==> src/rtl/spi_rx_fifo_peripheral.sv <==
// SPI receive peripheral: synchronises the SPI pins, assembles FRAME_BITS-bit words
// in any SPI mode and queues them in a first-word-fall-through FIFO with valid/ready.
module spi_rx_fifo_peripheral #(
   parameter int FRAME_BITS = 8,
   parameter int FIFO_DEPTH = 4,
   parameter int CPOL       = 0,
   parameter int CPHA       = 0,
   parameter int MSB_FIRST  = 1
) (
   input  logic                               clk,
   input  logic                               rst,
   input  logic                               SCLK,
   input  logic                               COPI,
   input  logic                               spi_cs_n,
   input  logic                               rx_enable,
   output logic [FRAME_BITS-1:0]              rx_data,
   output logic                               rx_valid,
   input  logic                               rx_ready,
   output logic                               rx_data_is_zero,
   output logic [$clog2(FIFO_DEPTH+1)-1:0]    fifo_level,
   output logic                               overrun,
   output logic                               frame_abort,
   input  logic                               clear_flags
);

   localparam int LW = $clog2(FIFO_DEPTH + 1);
   localparam int PW = $clog2(FIFO_DEPTH);
   localparam int CW = $clog2(FRAME_BITS);
   localparam logic SAMPLE_RISE = (CPOL == CPHA);
   // Bit order {cs, copi, sclk}; CS resets low so a reset mid-transfer cannot fake a cs_fall.
   localparam logic [2:0] SYNC_INIT = {2'b00, 1'(CPOL)};

   typedef enum logic [1:0] {IDLE, SHIFT, SKIP} state_t;

   logic [2:0]            s1_reg, s2_reg, s3_reg;
   logic                  sample_edge, cs_fall, cs_high, copi_bit;
   state_t                state_reg, state_next;
   logic                  start_frame, shift_en, abort_comb, last_bit;
   logic [CW-1:0]         bit_cnt_reg;
   logic [FRAME_BITS-1:0] shift_reg, shift_in;
   logic                  push_reg;
   logic [FRAME_BITS-1:0] push_word_reg;

   logic [FRAME_BITS-1:0] mem [FIFO_DEPTH];
   logic [PW-1:0]         wr_ptr_reg, rd_ptr_reg, rd_ptr_next;
   logic [LW-1:0]         level_reg, level_next;
   logic                  pop, full, push_ok, drop;
   logic [FRAME_BITS-1:0] head_next;
   logic [FRAME_BITS-1:0] rx_data_reg;
   logic                  rx_valid_reg, rx_zero_reg, overrun_reg;

   always_ff @(posedge clk) begin
      if (rst) begin
         s1_reg <= SYNC_INIT;
         s2_reg <= SYNC_INIT;
         s3_reg <= SYNC_INIT;
      end else begin
         s1_reg <= {spi_cs_n, COPI, SCLK};
         s2_reg <= s1_reg;
         s3_reg <= s2_reg;
      end
   end

   assign sample_edge = SAMPLE_RISE ? (s2_reg[0] & ~s3_reg[0]) : (~s2_reg[0] & s3_reg[0]);
   assign cs_fall     = s3_reg[2] & ~s2_reg[2];
   assign cs_high     = s2_reg[2];
   assign copi_bit    = s3_reg[1];

   always_ff @(posedge clk) begin
      if (rst) state_reg <= SKIP;
      else     state_reg <= state_next;
   end

   always_comb begin
      state_next = state_reg;
      case (state_reg)
         IDLE:    if (cs_fall) state_next = rx_enable ? SHIFT : SKIP;
         SHIFT:   if (cs_high) state_next = IDLE;
         SKIP:    if (cs_high) state_next = IDLE;
         default: state_next = SKIP;
      endcase
   end

   always_comb begin
      start_frame = 1'b0;
      shift_en    = 1'b0;
      abort_comb  = 1'b0;
      case (state_reg)
         IDLE:  start_frame = cs_fall & rx_enable;
         SHIFT: begin
            if (cs_high) abort_comb = (bit_cnt_reg != '0);
            else         shift_en   = sample_edge;
         end
         default: ;
      endcase
   end

   assign frame_abort = abort_comb & ~rst;
   assign last_bit    = (bit_cnt_reg == CW'(FRAME_BITS - 1));
   assign shift_in    = (MSB_FIRST != 0) ? {shift_reg[FRAME_BITS-2:0], copi_bit}
                                         : {copi_bit, shift_reg[FRAME_BITS-1:1]};

   always_ff @(posedge clk) begin
      if (rst) begin
         bit_cnt_reg   <= '0;
         shift_reg     <= '0;
         push_reg      <= 1'b0;
         push_word_reg <= '0;
      end else begin
         push_reg <= shift_en & last_bit;
         if (shift_en && last_bit) push_word_reg <= shift_in;
         if (start_frame) begin
            bit_cnt_reg <= '0;
            shift_reg   <= '0;
         end else if (shift_en) begin
            shift_reg   <= shift_in;
            bit_cnt_reg <= last_bit ? '0 : bit_cnt_reg + CW'(1);
         end
      end
   end

   assign pop         = rx_valid_reg & rx_ready;
   assign full        = (level_reg == LW'(FIFO_DEPTH));
   assign push_ok     = push_reg & (~full | pop);
   assign drop        = push_reg & full & ~pop;
   assign rd_ptr_next = pop ? rd_ptr_reg + PW'(1) : rd_ptr_reg;

   always_comb begin
      level_next = level_reg;
      if (push_ok && !pop)      level_next = level_reg + LW'(1);
      else if (!push_ok && pop) level_next = level_reg - LW'(1);
   end

   // A word landing in the slot that becomes the head must bypass the array.
   assign head_next = (push_ok && (wr_ptr_reg == rd_ptr_next)) ? push_word_reg : mem[rd_ptr_next];

   always_ff @(posedge clk) begin
      if (push_ok) mem[wr_ptr_reg] <= push_word_reg;
   end

   always_ff @(posedge clk) begin
      if (rst) begin
         wr_ptr_reg   <= '0;
         rd_ptr_reg   <= '0;
         level_reg    <= '0;
         rx_data_reg  <= '0;
         rx_valid_reg <= 1'b0;
         rx_zero_reg  <= 1'b0;
         overrun_reg  <= 1'b0;
      end else begin
         if (push_ok) wr_ptr_reg <= wr_ptr_reg + PW'(1);
         rd_ptr_reg   <= rd_ptr_next;
         level_reg    <= level_next;
         rx_data_reg  <= head_next;
         rx_valid_reg <= (level_next != '0);
         rx_zero_reg  <= (level_next != '0) && (head_next == '0);
         if (drop)             overrun_reg <= 1'b1;
         else if (clear_flags) overrun_reg <= 1'b0;
      end
   end

   assign rx_data         = rx_data_reg;
   assign rx_valid        = rx_valid_reg;
   assign rx_data_is_zero = rx_zero_reg;
   assign fifo_level      = level_reg;
   assign overrun         = overrun_reg;

endmodule

==> config.mk <==
export PLATFORM = sky130hd
export DESIGN_NAME = spi_rx_fifo_peripheral
export DESIGN_NICKNAME = d
export VERILOG_FILES = /design/src/rtl/spi_rx_fifo_peripheral.sv
export SDC_FILE = /design/constraint.sdc
export NUM_CORES = 1
export LEC_CHECK = 0
export ABC_AREA = 1
export CORE_ASPECT_RATIO = 0.5
export CORE_MARGIN = 3
export CORE_UTILIZATION = 45
export DETAILED_ROUTE_END_ITERATION = 6
export PLACE_DENSITY = 0.64
export SLEW_MARGIN = 10
export SYNTH_ARGS = -nofsm -noshare
export SYNTH_HDL_FRONTEND = slang
export SYNTH_SLANG_ARGS = --single-unit
==> constraint.sdc <==
create_clock -name clk -period 4.8 [get_ports clk]
set_input_delay 0.48 -clock clk [delete_from_list [all_inputs] [get_ports clk]]
set_output_delay 0.48 -clock clk [all_outputs]
set_load 0.01 [all_outputs]
==> metrics, run 1 <==
fin area 3935 µm²; Starting Density 0.4836; I/O pins 23; Leakage 1.636 nW; Placed Instance Area 3645 µm²; Seq cells post-synth 80; share of synthesized flip-flops with an asynchronous set or reset 0; fmax 355.7 MHz; Final Skew 0.005796 ns; final core occ 0.5673; Area Overhead vs Synth 17.31%; initial antenna violation count 0; WP data required 4.32 ns; Final nets 409; CP Capture Type primary output; ANT cells 0; Clock Tree Buf Depth 2; via count 2398; Synth Flop Type dfxtp_1; placer congestion estimate 0.8099; DR vias/cell 4.934; postcts setup bufs 0; CP max stage cell clkdlybuf4s50_1; pin count of the biggest net entering global routing 27; worst slew pin tran 0.8084 ns; Yosys top cell area share 0.2865; FP Rows 21; die span in y 67.05 µm; register area share after synthesis 0.5729; worst min path class reg -> reg; max_slew headroom 0.4591; Max stage delay on crit path 0.81 ns; # placed instances 470; RSZ-0062 raised after global routing false; CTS buffer count 9; CTS H-tree lvls 3; PD cells 420.1 nW/µm²; vias in the first global route 2379; Finished Layout Cells 486; CP Cell Sequence clkdlybuf4s50_1 > nor2_1 > nand2_1 > a21oi_1 > clkdlybuf4s50_1; DR WL/cell 13.26 µm; switching share of total power 0.2508; Reg power frac 0.452; Max IR drop VDD 203.0 µV; layout cells sized above 1 0.06853; final worst-path cycle share 0.5857; CP Class in -> out; Clk Tree Root Cell clkbuf_16; post-synth net total 384; buffers added on ports 22; sw power 0.4147 mW; GRT overflow 0; Clock Pin Slew Worst Setup and Hold Paths 0.06 ns; Fin. Hold Viols 0; # setup viols final 0; Max Slew Vio Count 0; post-layout min period 2.811 ns; Total Wirelength 6.444 mm; CTS tree built; Yosys cell types 28; Logic pwr share 0.152; DIE AREA 8589 µm²; global-route wire length before repair 10.98 mm; Resized Gates After CTS 0; Post-Syn Area 3354 µm²; Clock Latency Late Sink 0.33 ns; WHS 0.3994 ns; internal power 1.238 mW; core area 6937 µm²; # clock sinks 80; Pre-antenna DRT Iters 7; Ys Warns 0; maximum fanout count along the critical path 23; CTS Hold Buffers Added 0; Setup TNS 0 ns; All-Layer GR Usage 0.1699; outcome complete, no violations; post-synth top area cell dfxtp_1; synthesized area per cell 9.216 µm²; top area cells in the synthesized netlist dfxtp_1, edfxtp_1, inv_1, nand2_1, nor2_1; post-route ant nets 0; number of synthesized flops with an enable pin 32; WP data arrival 2.33 ns; Clock Power Share 0.396; Horiz. Die Dim 128.1 µm; max reg flops 32; number of remaining DRC errors 0; post-DP HPWL 4.632 mm; cell repeated most along the worst path clkdlybuf4s50_1; Cells after Synth 364; number of DRC markers in iteration 0 158; Max Cap Viol 0; startpoint types input pin
[final timing paths]
kind	start	endpoint	slack (ns)	cells past startpoint
max	rst	frame_abort	1.99	5
min	s2_reg[1]	s3_reg[1]	0.40	2
max reg2reg	fifo_level[0]	mem[3][2]	2.59	6
min reg2reg	s2_reg[1]	s3_reg[1]	0.40	2
[cells in the mapped netlist (2+ instances only)]
cell       n
a21oi_1   22
nand2_4    3
inv_1     59
dfxtp_1   48
buf_4      2
o211ai_1   9
edfxtp_1  32
nor2_1    41
a211oi_1   2
nand2_2    5
nand3b_1   4
o21ai_0   21
nand2_1   58
nand3_1   28
nand4_1    2
clkbuf_1   5
ha_1      12
[cells by family after synthesis]
| logic type | count (synthesis) | share of synthesized area |
|---|---|---|
| and+or+nand+nor | 145 | 0.1988 |
| DFF | 80 | 0.5729 |
| buffers and inverters | 69 | 0.08243 |
| AOI/OAI and AO/OA | 57 | 0.09847 |
| adders and majority gates | 12 | 0.04476 |
| xor gates and xnor gates | 1 | 0.002611 |
[stage by stage]
stage | setup WS, ns | power, mW
global placement | 2.008 | 1.003
floorplan | 2.876 | 0.9331
global route | 1.848 | 1.736
finish | 1.989 | 1.653
CTS | 1.967 | 1.673
detailed placement | 1.977 | 1.013
[layout make-up]
cell class	count	area [µm²]
Fill cell	641	3002
Tap cell	92	115.1
Multi-Input combinational cell	215	1156
Inverter	61	231.5
Timing Repair Buffer	22	220.2
Sequential cell	80	1922
Clock inverter	4	43.79
Clock buffer	12	246.5
[cells in the final DEF, fill, tap and decap left out, drive strengths merged]
| cell | n |
|---|---|
| nand3 | 29 |
| a211oi | 2 |
| o211ai | 9 |
| dfxtp | 48 |
| a22oi | 1 |
| xor2 | 1 |
| bufinv | 1 |
| inv | 61 |
| nand3b | 4 |
| clkinv | 3 |
| o21ai | 21 |
| clkdlybuf4s50 | 22 |
| nand2 | 66 |
| nor2 | 43 |
| nand4 | 2 |
| edfxtp | 32 |
| and3 | 1 |
| a21oi | 23 |
| a2bb2oi | 1 |
| clkbuf | 12 |
| ha | 12 |
[power groups by stage]
| stage | clock (mW) | sequential [mW] | combinational (mW) |
|---|---|---|---|
| floorplan | 0 | 0.769 | 0.164 |
| global placement | 0 | 0.760 | 0.243 |
| detailed placement | 0 | 0.761 | 0.252 |
| CTS | 0.674 | 0.747 | 0.252 |
| global route | 0.700 | 0.750 | 0.286 |
| finish | 0.655 | 0.747 | 0.251 |
[metal layers]
metal / track usage / routed length [µm] / vias to the layer above
met3: 0.05524 / 251 / 11
met5: 0 / 0 / -
met4: 0.07143 / 118 / 0
li1: - / - / 1235
met1: 0.1965 / 2974 / 1112
met2: 0.2936 / 3100 / 40
[worst max-delay path, delay by kind of cell]
kind	cells	cell delay [ns]
AO/OA/AOI/OAI	1	0.11
buffers and inverters	2	1.36
AND/OR/NAND/NOR	2	0.37
No activity file was read; power rests on OpenSTA's default activity.
==> run 2: changes to the inputs <==
- clock period: 4.8 -> 2.9 ns (I/O delays scaled with it)
==> run 2 against run 1 <==
Global-route usage increased by 0.58 points. Sequential power increased by 66%. Non-clock buffer count increased by 1. Register-to-register slack got worse by 1.8 ns. Clock power increased by 62%. Worst setup slack got worse by 1.2 ns.
==> metrics, run 2 (synthesized netlist as in run 1, its figures left out) <==
outcome complete, no violations; Clk Tree Root Cell clkbuf_16; CTS buffer count 9 (unchanged); most common cell after layout, fill and taps aside inv_1; core area 6937 µm² (unchanged); Total Wirelength 6.694 mm (+3.9%); Horiz. Die Dim 128.1 µm (unchanged); FF+latch area 1922 µm² (unchanged); Starting Density 0.4836 (unchanged); All-Layer GR Usage 0.1756 (+0.005790); Leakage 1.724 nW (+5.4%); ANT cells 0 (unchanged); FILL cells 637 (-0.62%); vias in the first global route 2378 (-0.042%); WP data required 2.87 ns (-1.45 ns); DR WL/cell 13.75 µm (+3.7%); internal power 2.036 mW (+64%); layout cells sized above 1 0.07342 (+0.004890); DR vias/cell 5.014 (+1.6%); GRT Max-Usage Layer met2; worst min path class reg -> reg; buffers added on ports 22 (unchanged); number of DRC markers in iteration 0 270 (+71%); CTS H-tree lvls 3 (unchanged); post-route ant nets 0 (unchanged); initial antenna violation count 0 (unchanged); commonest non-fill, non-tap cells in the layout inv_1, nand2_1, dfxtp_1; area of the multi-input gates 1156 µm² (unchanged); global-route wire length before repair 11.41 mm (+3.8%); Final Skew 0.004463 ns (-0.001333 ns); via count 2442 (+1.8%); sw power 0.7203 mW (+74%); final worst-path cycle share 0.7384; post-layout min period 2.141 ns; die span in y 67.05 µm (unchanged); GRT overflow 0 (unchanged); fmax 467.0 MHz; Logic pwr share 0.165 (+0.013); Final nets 410 (+0.24%); Power Total 2.756 mW (+67%); postcts setup bufs 0 (unchanged); CTS tree built; PD cells 699.8 nW/µm² (+67%); startpoint types flip-flop; pin count of the biggest net entering global routing 27 (unchanged); Resized Gates After CTS 0 (unchanged); Reg power frac 0.449 (-0.003); Max Cap Viol 0 (unchanged); Clock Power Share 0.386 (-0.010); max_slew headroom 0.5445 (+0.08535); post-DP HPWL 4.829 mm (+4.3%); worst slew pin tran 0.6808 ns (-0.1276 ns); CTS Hold Buffers Added 0 (unchanged); switching share of total power 0.2614 (+0.01050); # clock sinks 80 (unchanged); FP Rows 21 (unchanged); Pre-antenna DRT Iters 4 (-3); I/O pins 23 (unchanged); met2 Use GR 0.2689 (-0.02474); Clock Pin Slew Worst Setup and Hold Paths 0.06 ns (about the same); Setup TNS 0 ns (unchanged); Fin. Hold Viols 0 (unchanged); Clock Tree Buf Depth 2 (unchanged); Clock Latency Late Sink 0.33 ns (about the same); CP Class reg -> reg; RSZ-0062 raised after global routing false; Area Overhead vs Synth 17.42% (about the same); Max IR drop VDD 415.2 µV (+100%); WP data arrival 2.11 ns (-0.22 ns); placer congestion estimate 0.8478 (+4.7%); max reg flops 32 (unchanged); maximum fanout count along the critical path 8 (-65%); met1 usage 0.2264 (+0.02993); CP Capture Type flip-flop; met3 usage 0.06485 (+0.009608); # setup viols final 0 (unchanged); number of remaining DRC errors 0 (unchanged); Max Slew Vio Count 0 (unchanged); DIE AREA 8589 µm² (unchanged)
-- run 2: area by class of cell --
class,count,share of cell area
clock inverters,2,0.003177
flip-flops and latches,80,0.4879
clock buffers,14,0.06957
inverters,61,0.05877
multi-input cells,215,0.2935
well taps,92,0.02922
repair buffers,23,0.05781
-- run 2: worst max-delay path, cell delays in order, from the launching register on --
cell     delay (ns)
dfxtp_1        0.38
inv_1          0.08
ha_1           0.20
ha_1           0.23
a21oi_4        0.21
inv_1          0.13
nor2_1         0.54
-- run 2: power groups by stage --
| stage | Clock (mW) | Sequential, mW | Combinational, mW |
|---|---|---|---|
| floorplan | 0 | 1.28 | 0.305 |
| global placement | 0 | 1.26 | 0.445 |
| detailed placement | 0 | 1.26 | 0.452 |
| CTS | 1.08 | 1.24 | 0.455 |
| global route | 1.14 | 1.24 | 0.517 |
| finish | 1.06 | 1.24 | 0.454 |
-- run 2: metal layers --
| layer | vias up | wire length [µm] |
|---|---|---|
| li1 | 1235 | - |
| met1 | 1132 | 3084 |
| met2 | 63 | 3013 |
| met3 | 12 | 502 |
| met4 | 0 | 94 |
| met5 | - | 0 |
-- run 2: per-stage QoR --
| step | instances | instance area, µm² | util | worst slack, ns | hold WS (ns) |
|---|---|---|---|---|---|
| floorplan | 364 | 3354 | - | 0.9759 | 0.3741 |
| finish | 487 | 3939 | 0.5678 | 0.7587 | 0.4049 |
| global placement | 471 | 3652 | 0.5265 | 0.7064 | 0.3905 |
| global route | 487 | 3939 | 0.5678 | 0.4935 | 0.4232 |
| CTS | 487 | 3939 | 0.5678 | 0.7202 | 0.4062 |
| detailed placement | 471 | 3652 | 0.5265 | 0.6251 | 0.3982 |
-- run 2: path summary, 6_finish.rpt --
check,from,to,slack [ns],cells past startpoint
hold / removal,s1_reg[0],s2_reg[0],0.40,2
setup reg to reg,fifo_level[0],mem[2][4],0.76,6
hold reg to reg,s1_reg[0],s2_reg[0],0.40,2
setup / recovery,fifo_level[0],mem[2][4],0.76,6
==> run 3: changes to the inputs <==
- clock period: 2.9 -> 2 ns (I/O delays scaled with it)
==> run 3 against run 2 <==
Clock skew rose by 0.00088 ns. Cell area up 5.1%. Final cell count rose by 3.5%. Sequential power rose by 44%. Combinational power rose by 58%. Critical endpoint is now rx_data_is_zero.
==> metrics, run 3 (synthesized netlist as in run 1, its figures left out) <==
DR vias/cell 4.944 (-1.4%); CP Cell Sequence inv_1 > ha_1 > ha_2 > a21oi_4 > nand2_2 > nor2_8 > buf_4 > nand3_1 > nand2_1 > nor2_1 > nand3_1 > nor2_1; # setup viols final 0 (unchanged); Clock Tree Buf Depth 2 (unchanged); Total Wirelength 6.731 mm (+0.55%); placer congestion estimate 0.8831 (+4.2%); CP max stage cell dfxtp_2; sw power 1.066 mW (+48%); Area Overhead vs Synth 23.39%; Clock Pin Slew Worst Setup and Hold Paths 0.06 ns (about the same); number of remaining DRC errors 0 (unchanged); worst min path class in -> reg; vias in the first global route 2430 (+2.2%); Max stage delay on crit path 0.35 ns (-0.19 ns); Finished Layout Cells 504 (+3.5%); CP Class reg -> reg; Clk Tree Root Cell clkbuf_16; FILL cells 582 (-8.6%); I/O pins 23 (unchanged); internal power 3.175 mW (+56%); Leakage 1.811 nW (+5.0%); WP data arrival 2.11 ns (about the same); switching share of total power 0.2514 (-0.009939); area of the multi-input gates 1175 µm² (+1.6%); number of DRC markers in iteration 0 129 (-52%); Max Slew Vio Count 0 (unchanged); FP Rows 21 (unchanged); Clock Power Share 0.408 (+0.022); DR WL/cell 13.36 µm (-2.8%); commonest non-fill, non-tap cells in the layout inv_1, nand2_1, dfxtp_1; Logic pwr share 0.169 (+0.004); post-route ant nets 0 (unchanged); Max Cap Viol 0 (unchanged); fin area 4139 µm² (+5.1%); max_slew headroom 0.7002 (+0.1558); CTS tree built; Power Total 4.241 mW (+54%); die span in y 67.05 µm (unchanged); worst slew pin tran 0.4480 ns (-0.2328 ns); FF+latch area 1924 µm² (+0.13%); Max IR drop VDD 395.6 µV (-4.7%); initial antenna violation count 0 (unchanged); max reg flops 32 (unchanged); Placed Instance Area 3770 µm² (+3.2%); # placed instances 485 (+3.0%); Final nets 427 (+4.1%); DIE AREA 8589 µm² (unchanged); core area 6937 µm² (unchanged); outcome complete, no violations; ANT cells 0 (unchanged); final core occ 0.5967 (+0.02886); most common cell after layout, fill and taps aside inv_1; final worst-path cycle share 0.9382 (+0.1998); PD cells 1025 nW/µm² (+46%); fmax 532.9 MHz (+14%); Reg power frac 0.423 (-0.026); startpoint types flip-flop; All-Layer GR Usage 0.1758 (about the same); WP data required 2.24 ns (-0.63 ns); CTS H-tree lvls 3 (unchanged); # clock sinks 80 (unchanged); Final Skew 0.005340 ns (+0.0008777 ns); RSZ-0062 raised after global routing false; pin count of the biggest net entering global routing 23 (-15%); global-route wire length before repair 11.10 mm (-2.7%); maximum fanout count along the critical path 5 (-3); buffers added on ports 22 (unchanged); via count 2492 (+2.0%); post-DP HPWL 4.908 mm (+1.6%); Horiz. Die Dim 128.1 µm (unchanged); post-layout min period 1.876 ns (-0.2649 ns); Pre-antenna DRT Iters 5 (+1); CP Capture Type flip-flop; CTS buffer count 9 (unchanged); Starting Density 0.4836 (unchanged); Fin. Hold Viols 0 (unchanged); Clock Latency Late Sink 0.34 ns (about the same); GRT overflow 0 (unchanged); layout cells sized above 1 0.1262 (+0.05280)
run 3: cell types whose count changed in the layout (fill, tap and decap cells not counted), moves of 2 or more:
cell and change:
dfxtp_2 +2, nand2_1 -3, clkbuf_8 -3, dfxtp_1 -2, buf_4 +16, clkinv_1 +2
nand2_2 +3, clkbuf_16 +2, clkbuf_1 -2
run 3: metal layers:
layer	routed length, µm	up-vias	GRT usage
li1	-	1272	-
met3	335	14	0.06886
met4	153	0	0.08333
met2	3211	43	0.2988
met1	3030	1163	0.1963
met5	0	-	0
run 3: worst max-delay path, delay by kind of cell (launching register included):
kind | cells | cell delay [ns]
flip-flops | 1 | 0.35
buffers and inverters | 2 | 0.22
AND/OR/NAND/NOR | 7 | 0.60
adder cells (fa/ha/maj) | 2 | 0.40
AO/OA/AOI/OAI | 1 | 0.19
run 3: power by group through the flow:
stage,clock (mW),combinational (mW),sequential [mW]
final,1.73,0.718,1.79
after global routing,1.85,0.804,1.80
after CTS,1.77,0.713,1.79
after detailed placement,0,0.711,1.83
after global placement,0,0.691,1.82
after floorplan,0,0.414,1.85
run 3: timing repair:
item,CTS,global route
pin swaps,1,2
endpoints found under the setup margin,1,1
resized for setup,0,7
buffers inserted,0,3
hold buffers,0,0
run 3: path summary, 6_finish.rpt:
| check | start | to | slack, ns | depth (start not counted) |
|---|---|---|---|---|
| worst max register to register | fifo_level[0] | rx_data_is_zero | 0.12 | 12 |
| worst min-delay path | spi_cs_n | s1_reg[2] | 0.38 | 3 |
| worst max-delay path | fifo_level[0] | rx_data_is_zero | 0.12 | 12 |
| worst min register to register | s1_reg[1] | s2_reg[1] | 0.40 | 2 |
run 3: layout make-up:
class	count	share of cell area
clock buffer	11	0.06651
inverter	61	0.05593
clock inverter	5	0.01209
multi-input combinational	215	0.2839
tap	92	0.02781
timing repair buffer	40	0.08888
sequential	80	0.4649
run 3: through the flow:
stage / TNS [ns] / worst slack (ns) / hold slack [ns]
finish: 0 / 0.1236 / 0.3766
CTS: 0 / 0.01026 / 0.3678
global placement: 0 / 0.01614 / 0.3937
floorplan: 0 / 0.07591 / 0.2841
detailed placement: -0.05543 / -0.05543 / 0.4002
global route: 0 / 0.003571 / 0.3924
